==> src/rtl/rescale_relu_arbiter.sv <==
`default_nettype none
// ============================================================================
// rescale_relu_arbiter : round-robin sharing of one 2-stage RescaleReLu unit
// Revision 1.0
// ============================================================================

module rescale_relu #(
  parameter logic signed [7:0] M0 = 8'sd59,
  parameter logic [7:0]        N  = 8'd11
) (
  input  logic               clk,
  input  logic               en_i,
  input  logic signed [31:0] x_i,
  output logic signed [7:0]  y_o
);
  logic signed [39:0] prod_q, prod_d;
  logic signed [39:0] shr;
  logic signed [7:0]  y_q, y_d;

  always_comb begin
    prod_d = 40'(x_i) * 40'(M0);
    shr    = prod_q >>> N;
    if (shr[39]) begin
      y_d = 8'sd0;
    end else if (shr > 40'sd127) begin
      y_d = 8'sd127;
    end else begin
      y_d = shr[7:0];
    end
  end

  // Datapath registers carry no reset: their contents only matter under a valid bit.
  always_ff @(posedge clk) begin
    if (en_i) begin
      prod_q <= prod_d;
      y_q    <= y_d;
    end
  end

  assign y_o = y_q;
endmodule

module rescale_relu_arbiter #(
  parameter int                NUM_REQ = 4,
  parameter logic signed [7:0] M0      = 8'sd59,
  parameter logic [7:0]        N       = 8'd11,
  parameter int                ID_W    = $clog2(NUM_REQ)
) (
  input  logic                    clk,
  input  logic                    rst_b,
  input  logic [NUM_REQ-1:0]      req_valid,
  input  logic [32*NUM_REQ-1:0]   req_data,
  output logic [NUM_REQ-1:0]      req_ready,
  output logic                    out_valid,
  output logic signed [7:0]       out_data,
  output logic [ID_W-1:0]         out_id,
  input  logic                    out_ready,
  output logic                    busy
);
  localparam logic [ID_W:0] NUM_REQ_EXT = (ID_W+1)'(NUM_REQ);

  logic            v0_q, v1_q;
  logic [ID_W-1:0] id0_q, id1_q;
  logic [ID_W-1:0] last_q;

  logic               adv;
  logic               any_grant;
  logic [ID_W-1:0]    win_idx;
  logic [ID_W:0]      cand;
  logic signed [31:0] sel_data;

  assign adv = out_ready | ~v1_q;

  // Search starts one past the previous winner, wrapping at NUM_REQ.
  always_comb begin
    req_ready = '0;
    any_grant = 1'b0;
    win_idx   = '0;
    cand      = '0;
    for (int k = 1; k <= NUM_REQ; k++) begin
      cand = {1'b0, last_q} + (ID_W+1)'(k);
      if (cand >= NUM_REQ_EXT) begin
        cand = cand - NUM_REQ_EXT;
      end
      if (!any_grant && req_valid[cand[ID_W-1:0]]) begin
        any_grant = 1'b1;
        win_idx   = cand[ID_W-1:0];
      end
    end
    if (!adv || rst_b) begin
      any_grant = 1'b0;
      win_idx   = '0;
    end
    if (any_grant) begin
      req_ready[win_idx] = 1'b1;
    end
  end

  assign sel_data = req_data[32*win_idx +: 32];

  always_ff @(posedge clk) begin
    if (rst_b) begin
      v0_q   <= 1'b0;
      v1_q   <= 1'b0;
      id0_q  <= '0;
      id1_q  <= '0;
      last_q <= ID_W'(NUM_REQ - 1);
    end else if (adv) begin
      v0_q  <= any_grant;
      id0_q <= win_idx;
      v1_q  <= v0_q;
      id1_q <= id0_q;
      if (any_grant) begin
        last_q <= win_idx;
      end
    end
  end

  rescale_relu #(
    .M0 (M0),
    .N  (N)
  ) u_rescale (
    .clk  (clk),
    .en_i (adv),
    .x_i  (sel_data),
    .y_o  (out_data)
  );

  assign out_valid = v1_q;
  assign out_id    = id1_q;
  assign busy      = v0_q | v1_q;
endmodule
`default_nettype wire

==> config.mk <==
export PLATFORM = sky130hd
export DESIGN_NAME = rescale_relu_arbiter
export DESIGN_NICKNAME = d
export VERILOG_FILES = /design/src/rtl/rescale_relu_arbiter.sv
export SDC_FILE = /design/constraint.sdc
export NUM_CORES = 1
export LEC_CHECK = 0
export ABC_CLOCK_PERIOD_IN_PS = 10600
export CAP_MARGIN = 20
export CORE_UTILIZATION = 34
export CTS_CLUSTER_DIAMETER = 50
export CTS_CLUSTER_SIZE = 25
export DETAILED_ROUTE_END_ITERATION = 8
export SLEW_MARGIN = 30
export SYNTH_ARGS = -nofsm -noshare
export SYNTH_HDL_FRONTEND = slang
export SYNTH_HIERARCHICAL = 1
export SYNTH_SLANG_ARGS = --single-unit
==> constraint.sdc <==
create_clock -name clk -period 10.6 [get_ports clk]
set_clock_uncertainty 0.1 [all_clocks]
set_input_delay 1.06 -clock clk [delete_from_list [all_inputs] [get_ports clk]]
set_output_delay 1.06 -clock clk [all_outputs]
set_load 0.05 [all_outputs]
==> results of run 1 <==
[state kept, by name (all words and copies together) (netlist names)]
name / count
v0_q: 1
out_id: 2
out_valid: 1
id0_q: 2
u_rescale/y_o: 8
u_rescale/prod_q: 28
last_q: 2
[stage by stage]
step	instances	instance area, um^2	hold slack [ps]	utilization (%)
global route	1119	9270	368	44.0
global placement	1111	9090	336	43.1
floorplan	698	7320	323	-
detailed placement	1111	9090	342	43.1
CTS	1119	9270	352	43.9
finish	1119	9270	349	44.0
[cell usage after synthesis, types with 8 or more instances]
cell type  instances
inv_1            122
a21oi_1           28
dfxtp_1            8
ha_1             106
nand2_1           21
nor2_1            30
xnor2_1           19
fa_1              89
mux2i_1           99
nor3_1            11
edfxtp_1          36
o21ai_0           16
xor2_1            11
[tightest hold or removal path: cells and delay by family, from the launching register on]
kind	cells	cell delay, ps
flops	1	310
simple gates	2	90
[kinds of logic after synthesis]
kind of cell | after synthesis | share of synthesized area, %
AO/OA/AOI/OAI | 89 | 8.49
XOR/XNOR | 30 | 3.59
adder cells (fa/ha/maj) | 195 | 42.4
buffers and inverters | 138 | 8.03
flip-flops | 44 | 16.9
multiplexers | 100 | 13.7
other | 1 | 0.0512
AND/OR/NAND/NOR | 101 | 6.78
[path summary, 6_finish.rpt]
| path | end | slack [ps] | depth (start not counted) |
|---|---|---|---|
| hold reg to reg | id0_q[1] | 350 | 2 |
| hold / removal | id0_q[1] | 350 | 2 |
| setup / recovery | u_rescale/prod_q[38] | 2590 | 24 |
| setup reg to reg | u_rescale/prod_q[38] | 3380 | 23 |
[cells in the final DEF, fill, tap and decap left out, types with 2 or more instances in the layout]
cell,instances
o21ai_0,16
dfxtp_1,8
buf_4,4
mux2i_1,98
nand4_1,3
o211ai_1,2
and2_1,2
nor3_1,11
xor2_1,11
xnor2_1,19
o21bai_1,6
nand2b_1,5
nor2b_1,5
o2111ai_1,2
a211oi_1,2
nor2_1,30
a21o_1,7
nand2_1,21
clkdlybuf4s50_1,150
or2_2,2
o21a_1,3
ha_1,106
nor4_1,7
inv_1,122
a21oi_2,3
a21oi_1,28
nand3_1,5
and3_1,3
a31oi_1,2
fa_1,89
edfxtp_1,36
clkbuf_16,7
[routing by layer]
layer	up-vias	GRT usage, %	routed length [um]	part of all wire (%)
met2	135	22.3	6440	43
met3	5	2.23	712	4.8
met1	2382	20.5	7590	51
li1	2659	-	-	-
met4	0	2.55	104	0.70
met5	-	0	0	0
[layout make-up]
type | instances | area (um^2)
Multi-Input combinational cell | 516 | 5520
Clock buffer | 8 | 179
Inverter | 122 | 458
Sequential cell | 44 | 1240
Tap cell | 275 | 344
Fill cell | 2070 | 11800
Timing Repair Buffer | 154 | 1530
==> out/metrics.yaml, run 1 <==
run_status:
  run_status: "completed"
yosys:
  synth_area_leaders: "fa_1, ha_1, edfxtp_1"
  synth-seq-cells: 44
  ys_types: 62
  yosysWarnings: 6
  syn_nets: 1028
  yosysSeqAreaShare_pct: 16.9
  synth_edf_count: 36
  syn_area_um2: 7320
  yosysTopAreaCell: "fa_1"
  syn-instance-count: 698
  synthArstFlopShare_pct: 0
  synth-main-ff-cell: "edfxtp_1"
  synth.avg_cell_area_um2: 10.5
  synth_top_area_share_pct: 24.3
detailed_routing:
  wl_per_cell_um: 13.3
  vias_per_cell: 4.63
  first_iter_violations: 130
  vias: 5181
  antenna_left: 0
  wl_mm: 14.8
  first_pass_iters: 4
  drc: 0
cts:
  cts_hold_buf: 0
  cts_tree: "yes"
  ctsResizeCount: 0
  worstSkewPairLatency_ps: 280
  cts_made_buffers: 5
  cts_sinks: 44
  clk_pin_slew_ps: 60
  clockBufferDepth: 2
  root_buffer: "clkbuf_16"
  htreeDepth: 2
  cts_setup_buffers: 0
worst_setup_path:
  slowest_stage: "buf_4"
  start_kind: "input port"
  path_buf_inv: 5
  end_kind: "flop"
  crit_family: "adder cells"
  r2r_start: "out_valid"
  path_cells: "clkdlybuf4s50_1 -> nor2b_1 -> nor2_1 -> o2111ai_4 -> buf_4 -> buf_4 -> mux2i_1 -> mux2i_1 -> ha_1 -> fa_1 -> fa_1 -> inv_1 -> fa_1 -> inv_1 -> ha_1 -> a41oi_1 -> o21ai_0 -> a21oi_1 -> o21ai_0 -> o2bb2ai_1 -> a31o_2 -> o41a_4 -> a31oi_4 -> xnor2_1"
  slowest_delay_ps: 560
  cp-startpoint: "out_ready"
  path_max_fanout: 35
  cp.arrival_ps: 7940
  cp_common_cell: "fa_1"
  worstPathRequired_ps: 10540
  worstSetupPathType: "input port to flop"
floorplanning:
  coreArea_um2: 21100
  die_x_um: 149
  num_rows: 53
  die_h_um: 149
  initial_core_util_pct: 34.7
  die_area_um2: 22100
  ios: 151
sta:
  period_needed_ps: 8010
  grt_setup_unrepaired: "no"
  worst_slack_ps: 2590
  slew_violations: 0
  max-slew-margin-rel_pct: 49.6
  hold_violations: 0
  tightest_slew_ps: 735
  fin_crit_sh_pct: 75.5
  final.setup.tns_ps: 0
  fmax_mhz: 125
  setup_viol: 0
global_routing:
  grt.total_usage_pct: 14.1
  antenna_found_initial: 0
  grt_pass1_vias: 5366
  grt_max_degree: 40
  grt_overflow: 0
  grt_pass1_wl_mm: 25.4
worst_hold_path:
  min_from: "id0_q[1]"
  hold_class: "flop to flop"
placed_design:
  dp_hpwl_mm: 13.1
  port_buffers: 150
  dp_slack_ps: 2250
  gp_congestion: 0.789
job:
  max_cap_violations: 0
cells_and_area:
  num_antenna_cells: 0
  syn2layout_area_growth_pct: 26.6
  layout.nets: 1173
  drive_gt1_share_pct: 3.55
Power of run 1 is not shown: default switching activity piles up to over one toggle a cycle in this logic, so the estimate is an artifact.
==> inputs of run 2 (changes only) <==
--- a/config.mk
+++ b/config.mk
@@ -5,7 +5,7 @@
 export SDC_FILE = /design/constraint.sdc
 export NUM_CORES = 1
 export LEC_CHECK = 0
-export ABC_CLOCK_PERIOD_IN_PS = 10600
+export ABC_CLOCK_PERIOD_IN_PS = 7500
 export CAP_MARGIN = 20
 export CORE_UTILIZATION = 34
 export CTS_CLUSTER_DIAMETER = 50
==> constraint.sdc (replaced) <==
create_clock -name clk -period 7.5 [get_ports clk]
set_clock_uncertainty 0.1 [all_clocks]
set_input_delay 0.75 -clock clk [delete_from_list [all_inputs] [get_ports clk]]
set_output_delay 0.75 -clock clk [all_outputs]
set_load 0.05 [all_outputs]
==> run 2 against run 1 <==
Compared with the run above:
- via count increased by 1.1%
- hold slack better by 3.1 ps
- global-route usage hardly changed
- sequential share of layout area down 0.30 points
- setup slack got worse by 2300 ps
- register-to-register slack worse by 2400 ps
- sequential cell count did not move
- non-clock buffer count up 25
==> out/metrics.yaml, run 2 (same netlist as run 1, synthesis figures left out) <==
floorplanning:
  coreArea_um2: 21100  # unchanged
  die_h_um: 149  # unchanged
  die_x_um: 149  # unchanged
  initial_core_util_pct: 34.7  # unchanged
  ios: 151  # unchanged
  die_area_um2: 22100  # unchanged
  num_rows: 53  # unchanged
cts:
  clk_pin_slew_ps: 60  # about the same
  clockBufferDepth: 2  # unchanged
  cts_setup_buffers: 0  # unchanged
  cts_sinks: 44  # unchanged
  root_buffer: "clkbuf_16"  # unchanged
  htreeDepth: 2  # unchanged
  cts_hold_buf: 0  # unchanged
  worstSkewPairLatency_ps: 280  # about the same
  ctsResizeCount: 0  # unchanged
  cts_tree: "yes"  # unchanged
  cts_made_buffers: 5  # unchanged
worst_hold_path:
  hold_class: "flop to flop"  # unchanged
  min_path_cells: 2  # unchanged
  min_from: "id0_q[1]"  # unchanged
worst_setup_path:
  r2r_start: "last_q[1]"  # was out_valid
  end_kind: "flop"  # unchanged
  cp.arrival_ps: 7120  # was 7940 ps
  path_max_fanout: 27  # was 35
  cp-startpoint: "req_valid[3]"  # was out_ready
  worstSetupPathType: "input port to flop"  # unchanged
  worstPathRequired_ps: 7440  # was 10540 ps
  start_kind: "input port"  # unchanged
  reg2reg_depth: 22  # was 23
detailed_routing:
  drc: 0  # unchanged
  first_iter_violations: 143  # was 130
  first_pass_iters: 4  # unchanged
  antenna_left: 0  # unchanged
  wl_mm: 14.8  # about the same
  vias: 5239  # was 5181
  wl_per_cell_um: 13.0  # was 13.3 um
  vias_per_cell: 4.58  # was 4.63
global_routing:
  grt_pass1_vias: 5412  # was 5366
  grt_max_degree: 40  # unchanged
  grt.total_usage_pct: 14.1  # about the same
  antenna_found_initial: 0  # unchanged
  grt_pass1_wl_mm: 25.1  # was 25.4 mm
  grt_overflow: 0  # unchanged
cells_and_area:
  seq_area_um2: 1240  # unchanged
  layout.nets: 1198  # was 1173
  nFillCells: 2070  # unchanged
  drive_gt1_share_pct: 6.33  # was 3.55%
  largest-register: "u_rescale/prod_q"  # unchanged
  num_antenna_cells: 0  # unchanged
  multi_input_area_um2: 5520  # unchanged
  largest_reg_flops: 28  # unchanged
  most-common-layout-cells: "clkdlybuf4s50_1, inv_1, ha_1"  # unchanged
  syn2layout_area_growth_pct: 29.4  # was 26.6%
  final_common_cell: "clkdlybuf4s50_1"  # unchanged
  postLayoutCoreUtil_pct: 45.0  # was 44.0%
placed_design:
  gp_congestion: 0.790  # was 0.789
  dp_hpwl_mm: 13.3  # was 13.1 mm
  port_buffers: 150  # unchanged
sta:
  period_needed_ps: 7180
  grt_setup_unrepaired: "no"  # unchanged
  fin_crit_sh_pct: 95.7
  setup_viol: 0  # unchanged
  tightest_slew_ps: 678  # was 735 ps
  slew_violations: 0  # unchanged
  fmax_mhz: 139
  max-slew-margin-rel_pct: 53.5  # was 49.6%
  hold_violations: 0  # unchanged
  final.setup.tns_ps: 0  # unchanged
job:
  max_cap_violations: 0  # unchanged
run_status:
  run_status: "completed"  # unchanged
run 2: final timing paths:
path                                        endpoint  slack [ps]
worst max-delay path            u_rescale/prod_q[38]         320
worst min-delay path                        id0_q[1]         350
worst max register to register  u_rescale/prod_q[38]         990
worst min register to register              id0_q[1]         350
run 2: final cells by class:
cell class	instances	share of cell area, %
Sequential cell	44	13.1
Tap cell	275	3.63
Inverter	122	4.83
Clock inverter	2	0.370
Clock buffer	6	1.36
Multi-Input combinational cell	516	58.2
Timing Repair Buffer	179	18.5
run 2: metrics by stage:
step	cell area, um^2	setup slack, ps	std cells	hold slack [ps]
6_report	9480	321	1144	352
5_1_grt	9480	4.12	1144	385
3_5_place_dp	9310	1.26	1136	346
3_3_place_gp	9310	75.4	1136	337
4_1_cts	9480	317	1144	356
2_1_floorplan	7320	1240	698	323
run 2: critical path, cell delays in order:
cell and delay (ps):
clkdlybuf4s50_1 550, inv_1 110, o31ai_1 380, o2111ai_4 240, buf_12 240, buf_4 180, mux2i_1 120, mux2i_1 470
ha_1 360, fa_1 470, fa_1 540, inv_1 60, fa_1 500, inv_1 40, ha_1 270, o21ai_0 130
o21bai_1 120, a221oi_2 300, o2111ai_1 290, a31o_2 310, o41a_4 390, a31oi_4 190, xnor2_1 80
run 2: layer usage:
metal | share of wire [%] | up-vias | wire length [um] | global-route usage, %
met5 | 0 | - | 0 | 0
met4 | 1.2 | 0 | 178 | 3.52
met3 | 4.4 | 8 | 649 | 2.05
met2 | 43 | 136 | 6450 | 22.3
met1 | 51 | 2376 | 7560 | 20.2
li1 | - | 2719 | - | -
Power of run 2 is left out for the same reason.
==> inputs of run 3 (changes only) <==
--- a/config.mk
+++ b/config.mk
@@ -5,6 +5,7 @@
 export SDC_FILE = /design/constraint.sdc
 export NUM_CORES = 1
 export LEC_CHECK = 0
+export ABC_AREA = 1
 export ABC_CLOCK_PERIOD_IN_PS = 7500
 export CAP_MARGIN = 20
 export CORE_UTILIZATION = 34
==> run 3 against run 2 <==
Compared with the run above:
- core utilization down 2.6 points
- via count up 51%
- design area up 12%
- sequential cell count unchanged
==> out/metrics.yaml, run 3 <==
detailed_routing:
  first_iter_violations: 348  # was 143
  antenna_left: 0  # unchanged
  wl_per_cell_um: 14.3  # was 13.0 um
  first_pass_iters: 4  # unchanged
  wl_mm: 23.7  # was 14.8 mm
  vias_per_cell: 4.79  # was 4.58
  vias: 7931  # was 5239
  drc: 0  # unchanged
worst_setup_path:
  crit_family: "adder cells"  # was compound AO/OA/AOI/OAI gates
  slowest_stage: "fa_1"  # was clkdlybuf4s50_1
  cp.arrival_ps: 6580  # was 7120 ps
  cp_common_cell: "nand2_1"
  slowest_delay_ps: 550  # about the same
  end_kind: "flop"  # unchanged
  start_kind: "input port"  # unchanged
  path_max_fanout: 60  # was 27
  worstSetupPathType: "input port to flop"  # unchanged
  worstPathRequired_ps: 7450  # was 7440 ps
  path_buf_inv: 5  # was 6
sta:
  fin_crit_sh_pct: 88.5  # was 95.7%
  fmax_mhz: 151  # was 139 MHz
  hold_violations: 0  # unchanged
  slew_violations: 0  # unchanged
  period_needed_ps: 6640  # was 7180 ps
  final.setup.tns_ps: 0  # unchanged
  grt_setup_unrepaired: "no"  # unchanged
  tightest_slew_ps: 650  # was 678 ps
  max-slew-margin-rel_pct: 56.7  # was 53.5%
  worst_slack_ps: 863  # was 321 ps
  setup_viol: 0  # unchanged
cts:
  cts_made_buffers: 5  # unchanged
  cts_tree: "yes"  # unchanged
  cts_hold_buf: 0  # unchanged
  clockBufferDepth: 2  # unchanged
  ctsResizeCount: 0  # unchanged
  cts_sinks: 44  # unchanged
  worstSkewPairLatency_ps: 300  # was 280 ps
  clk_pin_slew_ps: 70  # was 60 ps
  cts_setup_buffers: 0  # unchanged
  root_buffer: "clkbuf_16"  # unchanged
  htreeDepth: 2  # unchanged
yosys:
  ys_types: 42  # was 62
  synth-main-ff-cell: "edfxtp_1"  # unchanged
  synth-seq-cells: 44  # unchanged
  syn_area_um2: 8690  # was 7320 um^2
  syn-instance-count: 1195  # was 698
  synthArstFlopShare_pct: 0  # unchanged
  syn_nets: 1525  # was 1028
  synth.avg_cell_area_um2: 7.27  # was 10.5 um^2
  synth_edf_count: 36  # unchanged
  yosysWarnings: 6  # unchanged
  synth_area_leaders: "fa_1, nand2_1, ha_1"  # was fa_1, ha_1, edfxtp_1
  yosysSeqAreaShare_pct: 14.3  # was 16.9%
  ys_top_cells_by_count: "nand2_1, inv_1, ha_1"  # was inv_1, ha_1, mux2i_1
  synth_most_common_cell: "nand2_1"  # was inv_1
  yosysTopAreaCell: "fa_1"  # unchanged
  synth_top_area_share_pct: 20.5  # was 24.3%
floorplanning:
  die_h_um: 162  # was 149 um
  coreArea_um2: 25100  # was 21100 um^2
  num_rows: 58  # was 53
  ios: 151  # unchanged
  die_x_um: 162  # was 149 um
  initial_core_util_pct: 34.6  # was 34.7%
  die_area_um2: 26200  # was 22100 um^2
global_routing:
  grt_pass1_vias: 8165  # was 5412
  grt_overflow: 0  # unchanged
  antenna_found_initial: 0  # unchanged
  grt_pass1_wl_mm: 40.1  # was 25.1 mm
  grt.total_usage_pct: 19.1  # was 14.1%
  grt_max_degree: 65  # was 40
placed_design:
  dp_hpwl_mm: 20.3  # was 13.3 mm
  gp_congestion: 0.876  # was 0.790
  dp_slack_ps: 589  # was 1.26 ps
  port_buffers: 150  # unchanged
cells_and_area:
  nFillCells: 2652  # was 2070
  num_antenna_cells: 0  # unchanged
  largest_reg_flops: 28  # unchanged
  most-common-layout-cells: "nand2_1, inv_1, clkdlybuf4s50_1"  # was clkdlybuf4s50_1, inv_1, ha_1
  drive_gt1_share_pct: 4.45  # was 6.33%
  postLayoutCoreUtil_pct: 42.3  # was 45.0%
  largest-register: "u_rescale/prod_q"  # unchanged
  layout.nets: 1654  # was 1198
  final_common_cell: "nand2_1"  # was clkdlybuf4s50_1
  syn2layout_area_growth_pct: 22.2  # was 29.4%
run_status:
  run_status: "completed"  # unchanged
job:
  max_cap_violations: 0  # unchanged
worst_hold_path:
  hold_class: "flop to flop"  # unchanged
==> run 3: cell types whose count changed in the layout (fill, tap and decap cells not counted), sizes merged, moves of 5 or more <==
| cell | previous run | this run |
|---|---|---|
| o21ai | 17 | 32 |
| o21a | 3 | 10 |
| buf | 29 | 8 |
| nor2b | 5 | 0 |
| inv | 122 | 184 |
| nand2b | 5 | 0 |
| nand3 | 6 | 33 |
| nand4 | 3 | 71 |
| mux2i | 99 | 0 |
| nor2 | 30 | 66 |
| nand2 | 21 | 419 |
| xnor2 | 19 | 5 |
| clkinv | 1 | 6 |
| a21oi | 31 | 55 |
==> run 3: cell type report <==
| type | instances | area (um^2) | area share (%) |
|---|---|---|---|
| Sequential cell | 44 | 1240 | 11.7 |
| Multi-Input combinational cell | 927 | 6530 | 61.5 |
| Clock inverter | 3 | 42.5 | 0.400 |
| Tap cell | 330 | 413 | 3.89 |
| Clock buffer | 5 | 125 | 1.18 |
| Inverter | 188 | 708 | 6.67 |
| Timing Repair Buffer | 158 | 1560 | 14.7 |
==> run 3: routing by layer <==
metal	track usage, %	routed length [um]	vias up
li1	-	-	4088
met2	31.5	10800	190
met5	0	0	-
met3	3.52	1200	17
met4	3.90	328	0
met1	26.0	11400	3636
==> run 3: cell families (layout without fill, tap and decap cells) <==
group                    Yosys count  after routing  share of synthesized area, %
other                              1              1                        0.0431
adder cells (fa/ha/maj)          195            195                          35.8
flip-flops                        44             44                          14.3
AO/OA/AOI/OAI                    108            108                          6.85
XOR/XNOR                          18             18                          1.90
buffers and inverters            224            354                          10.7
AND/OR/NAND/NOR                  605            605                          30.5
==> run 3: metrics by stage <==
step                cells  cell area [um^2]  hold WS (ps)
finish               1655             10600           359
global route         1655             10600           392
CTS                  1655             10600           364
detailed placement   1647             10500           354
global placement     1647             10500           350
floorplan            1195              8690           337
==> run 3: final timing paths <==
check,cells after the start,startpoint,slack [ps],end
hold / removal,2,id0_q[0],360,id0_q[0]
setup / recovery,26,req_valid[2],860,u_rescale/prod_q[33]
hold reg to reg,2,id0_q[0],360,id0_q[0]
setup reg to reg,27,last_q[0],1100,u_rescale/prod_q[33]
==> run 3: tightest hold or removal path: stages (launching register included) <==
cell and delay, ps:
dfxtp_1 300, inv_1 60, o21ai_1 60
Power of run 3 is left out for the same reason.
